### config.mk
export PLATFORM = sky130hd
export DESIGN_NAME = mem_stage
export DESIGN_NICKNAME = d
export VERILOG_FILES = /design/src/rtl/mem_stage_pkg.sv /design/src/rtl/mem_stage_mem_wb.sv /design/src/rtl/mem_stage.sv
export SDC_FILE = /design/constraint.sdc
export NUM_CORES = 1
export LEC_CHECK = 0
export CORE_AREA = 2 2 171 173
export CTS_CLUSTER_DIAMETER = 200
export CTS_CLUSTER_SIZE = 12
export DETAILED_ROUTE_END_ITERATION = 12
export DIE_AREA = 0 0 173 175
export GPL_ROUTABILITY_DRIVEN = 0
export PLACE_DENSITY_LB_ADDON = 0.12
export SLEW_MARGIN = 20
export SYNTH_ARGS = -nofsm -noshare
export SYNTH_HDL_FRONTEND = slang
export SYNTH_SLANG_ARGS = --single-unit
### constraint.sdc
create_clock -name clk -period 2.5 [get_ports clk]
set_clock_uncertainty 0.15 [all_clocks]
set_input_delay 0.5 -clock clk [delete_from_list [all_inputs] [get_ports clk]]
set_output_delay 0.5 -clock clk [all_outputs]
set_load 0.05 [all_outputs]
### src/rtl/mem_stage_pkg.sv
// Shared types and constants for the MEM pipeline stage and its MEM/WB register.
// Latency: n/a (package only).
// Backpressure: n/a (package only).
package mem_stage_pkg;

    localparam int          DATA_W      = 32;
    localparam int          ACC_W       = 64;
    localparam int          REG_W       = 5;
    localparam int unsigned TIMEOUT_DEF = 255;

    typedef enum logic {
        ST_IDLE = 1'b0,
        ST_WAIT = 1'b1
    } state_t;

    typedef struct packed {
        logic              regwrite;
        logic              memtoreg;
        logic              memread;
        logic              acc;
        logic [REG_W-1:0]  reg_dst;
        logic [DATA_W-1:0] alures;
        logic [DATA_W-1:0] mem_data;
        logic [ACC_W-1:0]  accumulator;
    } wb_t;

    // A bubble only kills the side-effecting bits; everything else is held.
    function automatic wb_t wb_bubble(input wb_t held);
        wb_t b;
        b          = held;
        b.regwrite = 1'b0;
        b.acc      = 1'b0;
        b.memread  = 1'b0;
        return b;
    endfunction

endpackage

### src/rtl/mem_stage_mem_wb.sv
// MEM/WB pipeline register with explicit load and bubble controls.
// Latency: 1 cycle from load/bubble to q.
// Backpressure: none; neither load nor bubble holds the register unchanged.
module mem_wb
    import mem_stage_pkg::*;
(
    input  logic clk,
    input  logic res,
    input  logic load,
    input  logic bubble,
    input  wb_t  d,
    output wb_t  q
);

    always_ff @(posedge clk or negedge res) begin
        if (!res) begin
            q <= '0;
        end else if (load) begin
            q <= d;
        end else if (bubble) begin
            q <= wb_bubble(q);
        end
    end

endmodule

### src/rtl/mem_stage.sv
// MEM stage: single data-memory transaction per instruction, MEM/WB register, accumulator.
// Latency: 1 cycle for non-memory ops; loads/stores retire on the edge where dmem_ready is seen.
// Backpressure: stall holds upstream while a transaction is pending; timeout aborts with err.
module mem_stage
    import mem_stage_pkg::*;
#(
    parameter int unsigned TIMEOUT = TIMEOUT_DEF
) (
    input  logic              clk,
    input  logic              res,
    input  logic              ex_regwrite,
    input  logic              ex_memread,
    input  logic              ex_memwrite,
    input  logic              ex_memtoreg,
    input  logic              ex_acc,
    input  logic [REG_W-1:0]  ex_reg_dst,
    input  logic [DATA_W-1:0] ex_alures,
    input  logic [DATA_W-1:0] ex_read_reg_2_data,
    input  logic [ACC_W-1:0]  ex_accumulator,
    output logic              dmem_req,
    output logic              dmem_we,
    output logic [DATA_W-1:0] dmem_addr,
    output logic [DATA_W-1:0] dmem_wdata,
    input  logic              dmem_ready,
    input  logic [DATA_W-1:0] dmem_rdata,
    output logic              stall,
    output logic              wb_regwrite,
    output logic              wb_memtoreg,
    output logic              wb_memread,
    output logic              wb_acc,
    output logic [REG_W-1:0]  wb_reg_dst,
    output logic [DATA_W-1:0] wb_alures,
    output logic [DATA_W-1:0] wb_mem_data,
    output logic [ACC_W-1:0]  wb_accumulator,
    output logic [ACC_W-1:0]  acc_reg,
    output logic              err
);

    localparam int          CNT_W    = (TIMEOUT < 2) ? 1 : $clog2(TIMEOUT);
    localparam int unsigned CNT_LAST = (TIMEOUT == 0) ? 0 : TIMEOUT - 1;

    state_t            state, state_nxt;
    logic [CNT_W-1:0]  cnt;
    logic [DATA_W-1:0] addr_q, wdata_q;
    logic              we_q;
    logic              err_q;
    logic [ACC_W-1:0]  acc_q;

    logic mem_op, aligned, access, illegal, at_limit;
    logic stall_c, wb_load, wb_bub, latch_en, cnt_inc, set_err;
    wb_t  wb_d, wb_q;

    assign mem_op   = ex_memread | ex_memwrite;
    assign aligned  = (ex_alures[1:0] == 2'b00);
    assign access   = (ex_memread ^ ex_memwrite) & aligned;
    assign illegal  = mem_op & ~access;
    assign at_limit = (cnt == CNT_W'(CNT_LAST));

    always_comb begin
        state_nxt = state;
        stall_c   = 1'b0;
        wb_load   = 1'b0;
        wb_bub    = 1'b0;
        latch_en  = 1'b0;
        cnt_inc   = 1'b0;
        set_err   = 1'b0;
        case (state)
            ST_IDLE: begin
                if (access) begin
                    stall_c   = 1'b1;
                    latch_en  = 1'b1;
                    wb_bub    = 1'b1;
                    state_nxt = ST_WAIT;
                end else if (illegal) begin
                    set_err = 1'b1;
                    wb_bub  = 1'b1;
                end else begin
                    wb_load = 1'b1;
                end
            end
            ST_WAIT: begin
                // Ready wins over the timeout when both land in the same cycle.
                if (dmem_ready) begin
                    wb_load   = 1'b1;
                    state_nxt = ST_IDLE;
                end else if (at_limit) begin
                    set_err   = 1'b1;
                    wb_bub    = 1'b1;
                    state_nxt = ST_IDLE;
                end else begin
                    stall_c = 1'b1;
                    cnt_inc = 1'b1;
                    wb_bub  = 1'b1;
                end
            end
            default: state_nxt = ST_IDLE;
        endcase
    end

    always_ff @(posedge clk or negedge res) begin
        if (!res) begin
            state   <= ST_IDLE;
            cnt     <= '0;
            addr_q  <= '0;
            wdata_q <= '0;
            we_q    <= 1'b0;
            err_q   <= 1'b0;
            acc_q   <= '0;
        end else begin
            state <= state_nxt;
            if (latch_en) begin
                cnt     <= '0;
                addr_q  <= ex_alures;
                wdata_q <= ex_read_reg_2_data;
                we_q    <= ex_memwrite;
            end else if (cnt_inc) begin
                cnt <= cnt + 1'b1;
            end
            if (set_err) begin
                err_q <= 1'b1;
            end
            if (wb_load && ex_acc) begin
                acc_q <= ex_accumulator;
            end
        end
    end

    // EX/MEM is frozen while stalled, so ex_* still describes the pending instruction.
    always_comb begin
        wb_d             = '0;
        wb_d.regwrite    = ex_regwrite;
        wb_d.memtoreg    = ex_memtoreg;
        wb_d.memread     = ex_memread;
        wb_d.acc         = ex_acc;
        wb_d.reg_dst     = ex_reg_dst;
        wb_d.alures      = ex_alures;
        wb_d.mem_data    = (state == ST_WAIT && !we_q) ? dmem_rdata : '0;
        wb_d.accumulator = ex_accumulator;
    end

    mem_wb u_mem_wb (
        .clk    (clk),
        .res    (res),
        .load   (wb_load),
        .bubble (wb_bub),
        .d      (wb_d),
        .q      (wb_q)
    );

    assign dmem_req       = (state == ST_WAIT);
    assign dmem_we        = dmem_req & we_q;
    assign dmem_addr      = addr_q;
    assign dmem_wdata     = wdata_q;
    assign stall          = stall_c & res;
    assign err            = err_q;
    assign acc_reg        = acc_q;
    assign wb_regwrite    = wb_q.regwrite;
    assign wb_memtoreg    = wb_q.memtoreg;
    assign wb_memread     = wb_q.memread;
    assign wb_acc         = wb_q.acc;
    assign wb_reg_dst     = wb_q.reg_dst;
    assign wb_alures      = wb_q.alures;
    assign wb_mem_data    = wb_q.mem_data;
    assign wb_accumulator = wb_q.accumulator;

endmodule

==> results of run 1 <==
-- kinds of logic (layout without fill, tap and decap cells) --
logic type,Yosys count,after routing,synth area share
xor gates and xnor gates,1,1,0.000817
and+or+nand+nor,286,286,0.107
adders and majority gates,4,4,0.00467
buffers and inverters,48,513,0.0254
DFF,276,276,0.644
AOI/OAI and AO/OA,46,46,0.0228
muxes,168,168,0.195
-- path summary, 6_finish.rpt --
path                                start              end  depth (start not counted)
max                           ex_memwrite            stall                          7
min                        dmem_wdata[12]   dmem_wdata[12]                          2
max reg2reg                      dmem_req       acc_reg[4]                          4
min reg2reg                dmem_wdata[12]   dmem_wdata[12]                          2
max in group asynchronous             res   u_mem_wb.q[55]                          3
min in group asynchronous             res  u_mem_wb.q[102]                          3
-- worst min-delay path, stage by stage (launching register included) --
cell and delay, ns:
dfrtp_1 0.34, nand2_1 0.05, nand2_1 0.05
-- synth_stat cells --
cell type,n
buf_1,1
buf_6,6
mux2_4,49
o221a_2,1
nor3_1,1
and4_1,1
and2_1,3
buf_4,8
nand2b_4,1
mux2i_1,1
a211oi_1,2
buf_2,14
and2b_1,1
o21ai_0,38
ha_1,4
nor2b_1,4
nor2_1,6
nand2_1,257
or4_1,1
nand4_1,2
nor4b_2,1
xnor2_1,1
a21oi_1,4
or3_1,1
clkbuf_1,15
mux2i_4,1
o31ai_1,1
nand3_1,4
nand4b_1,1
mux2_2,117
inv_1,4
nand3b_1,2
dfrtp_1,276
-- final cells by class --
type	count	area, sq um
well taps	384	480
fillers	2398	11800
inverters	4	15.0
multi-input cells	505	3560
clock buffers	27	676
repair buffers	482	4940
flip-flops and latches	276	6910
-- power by group through the flow --
stage               registers, W  clock network (W)  logic (W)
floorplan                0.00925                  0    0.00120
global placement         0.00598                  0    0.00724
detailed placement       0.00601                  0    0.00728
CTS                      0.00593            0.00360    0.00733
global route             0.00605            0.00376    0.00757
finish                   0.00592            0.00347    0.00729
-- what timing repair did --
item / CTS / global route
pin swaps: 1 / 4
buffers inserted: 3 / 4
hold endpoints to repair: 120 / 0
gates resized for setup: 5 / 1
setup endpoints to repair: 1 / 1
hold buffers: 1 / 0
-- stage by stage --
stage          total power, W  TNS [ns]  setup WS, ns  utilization
2_1_floorplan          0.0105         0         0.143            -
4_1_cts                0.0169         0        0.0188        0.583
5_1_grt                0.0174   -0.0300       -0.0300        0.584
3_5_place_dp           0.0133     -2.97       -0.0887        0.558
3_3_place_gp           0.0132     -2.83       -0.0725        0.558
6_report               0.0167         0        0.0211        0.584
-- metal layers --
metal | GRT usage | part of all wire | vias to the layer above
met3 | 0.0633 | 0.081 | 51
met5 | 0 | 0.00043 | -
li1 | - | - | 3659
met2 | 0.336 | 0.49 | 277
met4 | 0.0621 | 0.028 | 2
met1 | 0.238 | 0.40 | 3808
==> summary.txt, run 1 <==
Status
  • Status: completed

Clocking
  • CTS max path bufs: 3
  • Reg clk slew, reported paths: approximately 0.060 ns
  • Root Driver: clkbuf_16
  • CTS buffer count: 26
  • CTS tree: yes
  • CTS sink count: 276
  • H-tree Lvls: 1
  • Clock Latency Late Sink: 0.53 ns

Synthesis
  • Post-synth top area share: 0.644
  • Flops & latches, synth: 276
  • Post-synthesis cell count: roughly 830
  • Mapped Avg Cell Area: 12.9 sq um
  • Distinct cells, synth: 33
  • Largest cells by area after synthesis: dfrtp_1 64%, mux2_2 12%, nand2_1 9.0%
  • Post-synthesis cell area: 0.0107 sq mm
  • Seq/Total Area, Yosys: 0.644
  • Syn_nets: slightly above 1000
  • Synthesis Warnings: 0
  • Cell taking the most area after synthesis: dfrtp_1

Critical path
  • Slowest CP cell: clkdlybuf4s50_1
  • CP Cell Sequence: clkdlybuf4s50_1, inv_1, ha_1, nand3b_1, nand2_1, and2_4, buf_12
  • Crit start category: input port
  • Max FO, Critical Path: 3
  • Req. time, crit path: 1.85 ns
  • Family with the most delay on the worst path: buffers and inverters
  • Max incr delay on CP: 0.45 ns
  • Reg2Reg Setup Slack: 0.55 ns
  • WP buf/inv: 3
  • Kind of critical path: input port to output port
  • Critical Path AT: between 1.5 and 2 ns
  • Critical Path Sink Type: output port

Finish
  • Nets@finish: about 1500
  • Share of cells above drive strength 1: 0.192
  • Max FFs per register: approximately 140
  • Layout Cells excl Fill: 1678
  • Antenna Cells: 0
  • Most common cell after layout, fill and taps aside: clkdlybuf4s50_1
  • Area growth syn-to-layout: 54.8%
  • Final instance area: 0.0166 sq mm
  • Most frequent cells in the layout: 436 x clkdlybuf4s50_1, 275 x dfrtp_1, 257 x nand2_1, 117 x mux2_2, 49 x mux2_4

Power and ir drop
  • Pint: 0.00997 W
  • Peak supply drop: 596 uV
  • Power Density: 1010 mW/mm^2
  • LEAKAGE: roughly 7.4 nW
  • Part of the power in registers: 0.355
  • Sw power: 0.00671 W
  • Gate power share: 0.437
  • Clock power share: 0.208
  • Net Sw Frac: 0.402

Timing
  • Worst hold slack: 0.324 ns
  • Fin crit share: 0.992
  • Max_slew headroom: 0.416
  • Fmax: 0.403 GHz
  • Setup-failing EPs final: 0
  • Worst Tran Pin Value: just under 0.9 ns
  • Final Hold Fails: 0
  • Max Transition Viols Final: 0
  • Min cycle time layout: 2.48 ns

Drt
  • DR pass1 iterations: 4
  • Vias: 7797
  • Routed WL: around 30000 um
  • Wire length per cell: 18.2 um
  • DR iter-0 viols: approximately 330
  • Antenna Nets Post-Route: 0
  • Drt drc: 0
  • Via/cell ratio: 4.65

Global routing
  • Largest net degree at the start of global routing: about 160
  • Antenna violations before repair: 1
  • Global-route wire length before repair: 47100 um
  • Overflow after GRT: 0
  • GRT Util Overall: 0.197
  • Vias in the first global route: 8082

Hold path
  • Hold Crit Class: flop to flop

Place
  • IO buf count: 441
  • Placed cells: 1643
  • DP Area: approximately 0.016 sq mm
  • Post-DP HPWL: 22200 um

Floorplan
  • Core area: 0.0284 sq mm
  • Row cnt: 62
  • Num ports: 442
  • Die width: 173 um
  • Die H: 175 um
  • Initial Util: 0.378
  • Full die area: 0.0303 sq mm

Job
  • Max-cap violation count: 0
No activity file was read; power rests on OpenSTA's default activity.
==> inputs of run 2 (changes only) <==
- CTS_CLUSTER_DIAMETER: 200 -> 60
- GPL_TIMING_DRIVEN: not set -> 0
==> run 2 against run 1 <==
  * The run now ends with negative hold slack left
  * Via count grew 1.3%
  * Critical endpoint unchanged
  * Register-to-register slack lost 0.39 ns
  * Global-route usage grew 1.2 points
  * Critical path type unchanged
  * Sequential cell count is the same
  * Sequential share of layout area shrank 0.65 points
  * Clock power grew 24%
  * Routed wire length grew 5.7%
  * Power grew 4.8%
  * Hold slack lost 0.49 ns
  * Combinational power is essentially flat
  * Core utilization grew 0.92 points
==> summary.txt, run 2 (same netlist as run 1, synthesis figures left out) <==
Status
  • Status: finished with violations
  • Failing checks: negative hold slack

Critical path
  • Crit start category: input port
  • Req. time, crit path: 1.85 ns (about the same)
  • Max FO, Critical Path: 4 (+1)
  • FF-to-FF End: u_mem_wb.q[62]
  • R2R Path Start: dmem_req
  • Critical Path Sink Type: output port
  • Register-to-Register Path Depth: 6 (+2)
  • Crit path from: dmem_ready
  • Critical Path AT: 1.81 ns (-0.02 ns)
  • Reg2Reg Setup Slack: 0.16 ns (-0.39 ns)
  • Crit path to: stall
  • Kind of critical path: input port to output port

Timing
  • Setup-failing EPs final: 0 (unchanged)
  • Fmax: 0.406 GHz (+0.74%)
  • Fin crit share: 0.984 (-0.00728)
  • Worst hold slack: -0.167 ns (-0.491 ns)
  • Setup WS post-layout: 0.0393 ns (+0.0182 ns)
  • Worst Tran Pin Value: 0.617 ns (-0.259 ns)
  • Max Transition Viols Final: 0 (unchanged)
  • Final Hold Fails: 173 (+173)
  • Unrepaired setup endpoints after global routing: yes
  • Min cycle time layout: 2.46 ns (-0.0182 ns)
  • Max_slew headroom: 0.587 (+0.171)

Clocking
  • Clock Latency Late Sink: 0.54 ns (about the same)
  • Hold-fix buffers at CTS: 3 (+2)
  • CTS max path bufs: 3 (unchanged)
  • Root Driver: clkbuf_16
  • Reg clk slew, reported paths: 0.06 ns (about the same)
  • CTS buffer count: 31 (+19%)
  • CTS sink count: 276 (unchanged)
  • CTS tree: yes
  • H-tree Lvls: 1 (unchanged)

Finish
  • Fillcell total: 2419 (+0.88%)
  • Most frequent cells in the layout: 433 x clkdlybuf4s50_1, 276 x dfrtp_1, 256 x nand2_1, 117 x mux2_2, 49 x mux2_4
  • Antenna Cells: 0 (unchanged)
  • Area growth syn-to-layout: 57.2%
  • Share of cells above drive strength 1: 0.202 (+0.0107)
  • Most common cell after layout, fill and taps aside: clkdlybuf4s50_1
  • Max FFs per register: 137 (unchanged)
  • Nets@finish: 1495 (+1.6%)

Place
  • IO buf count: 441 (unchanged)
  • Dpl ws: -1.23 ns (-1.14 ns)
  • Post-DP HPWL: 24000 um (+7.9%)

Floorplan
  • Core area: 0.0284 sq mm (unchanged)
  • Row cnt: 62 (unchanged)
  • Initial Util: 0.378 (unchanged)
  • Die H: 175 um (unchanged)
  • Full die area: 0.0303 sq mm (unchanged)
  • Die width: 173 um (unchanged)
  • Num ports: 442 (unchanged)

Drt
  • DR iter-0 viols: 337 (+3.1%)
  • Routed WL: 32200 um (+5.7%)
  • DR pass1 iterations: 4 (unchanged)
  • Via/cell ratio: 4.60 (-1.1%)
  • Antenna Nets Post-Route: 0 (unchanged)
  • Drt drc: 0 (unchanged)
  • Wire length per cell: 18.7 um (+3.3%)
  • Vias: 7899 (+1.3%)

Power and ir drop
  • LEAKAGE: 7.56 nW (+2.0%)
  • Design Power: 0.0175 W (+4.8%)
  • Power Density: 1040 mW/mm^2 (+3.2%)
  • Peak supply drop: 586 uV (-1.8%)

Global routing
  • Antenna violations before repair: 1 (unchanged)
  • Overflow after GRT: 0 (unchanged)
  • Largest net degree at the start of global routing: 94 (-40%)
  • GRT Util Overall: 0.209 (+0.0116)
  • Global-route wire length before repair: 49700 um (+5.7%)
  • Vias in the first global route: 8353 (+3.4%)

Job
  • Max-cap violation count: 0 (unchanged)

Hold path
  • Hold Crit Class: input port to async pin
## run 2: cell types whose count changed in the layout (fill, tap and decap cells not counted), sizes merged, moves of 3 or more
cell	before	now
clkdlybuf4s50	436	433
clkinv	0	5
clkbuf	27	54
dlymetal6s2s	0	5
clkinvlp	0	3
## run 2: through the flow
stage	instance area, sq um	util	hold slack [ns]	cells	TNS, ns
2_1_floorplan	10700	-	0.0544	829	0
3_3_place_gp	15600	0.550	0.307	1654	-3318.42
3_5_place_dp	15700	0.553	0.243	1657	-89.95
4_1_cts	16700	0.589	-0.148	1711	-0.183
5_1_grt	16800	0.593	-0.142	1718	-0.0359
6_report	16800	0.593	-0.167	1718	0
## run 2: worst max-delay path: stages
cell	delay (ns)
clkdlybuf4s50_1	0.56
and2b_1	0.27
o21ai_4	0.10
nand2_2	0.07
and2_4	0.16
buf_8	0.14
## run 2: how the worst min path moves through the flow
stage / slack (ns) / cells past startpoint / start / end
final: -0.17 / 2 / res / dmem_wdata[21]
after global routing: -0.14 / 2 / res / dmem_wdata[30]
after CTS: -0.15 / 2 / res / dmem_wdata[19]
after detailed placement: 0.24 / 1 / res / dmem_wdata[16]
after global placement: 0.31 / 2 / dmem_addr[12] / dmem_addr[12]
after floorplan: 0.05 / 0 / res / acc_reg[0]
## run 2: routing by layer
layer | vias to the layer above | part of all wire | global-route usage | routed length, um
met2 | 276 | 0.51 | 0.369 | 16400
met1 | 3853 | 0.40 | 0.253 | 12800
met3 | 46 | 0.072 | 0.0585 | 2320
met4 | 2 | 0.020 | 0.0519 | 654
met5 | - | 0.00037 | 0 | 12
li1 | 3722 | - | - | -
## run 2: area by class of cell
type,count,area [sq um],share of cell area
plain buffers,44,268,0.0159
clock buffers,39,856,0.0508
clock inverters,10,92.6,0.00549
inverters,4,15.0,0.000891
multi-input cells,505,3600,0.213
flip-flops and latches,276,6910,0.410
well taps,384,480,0.0285
repair buffers,456,4640,0.275
## run 2: power breakdown
| group | internal, W | switching, W | total (W) | leakage, nW |
|---|---|---|---|---|
| clock | 0.00250 | 0.00179 | 0.00429 | 0.462 |
| combinational | 0.00264 | 0.00466 | 0.00730 | 3.72 |
| sequential | 0.00541 | 0.000493 | 0.00591 | 3.38 |
| total | 0.0105 | 0.00694 | 0.0175 | 7.56 |
## run 2: what timing repair did
item                       CTS  global route
pin swaps                    1             3
hold endpoints to repair    33           173
setup endpoints to repair    2             4
resized for setup           11            20
buffers inserted             2             7
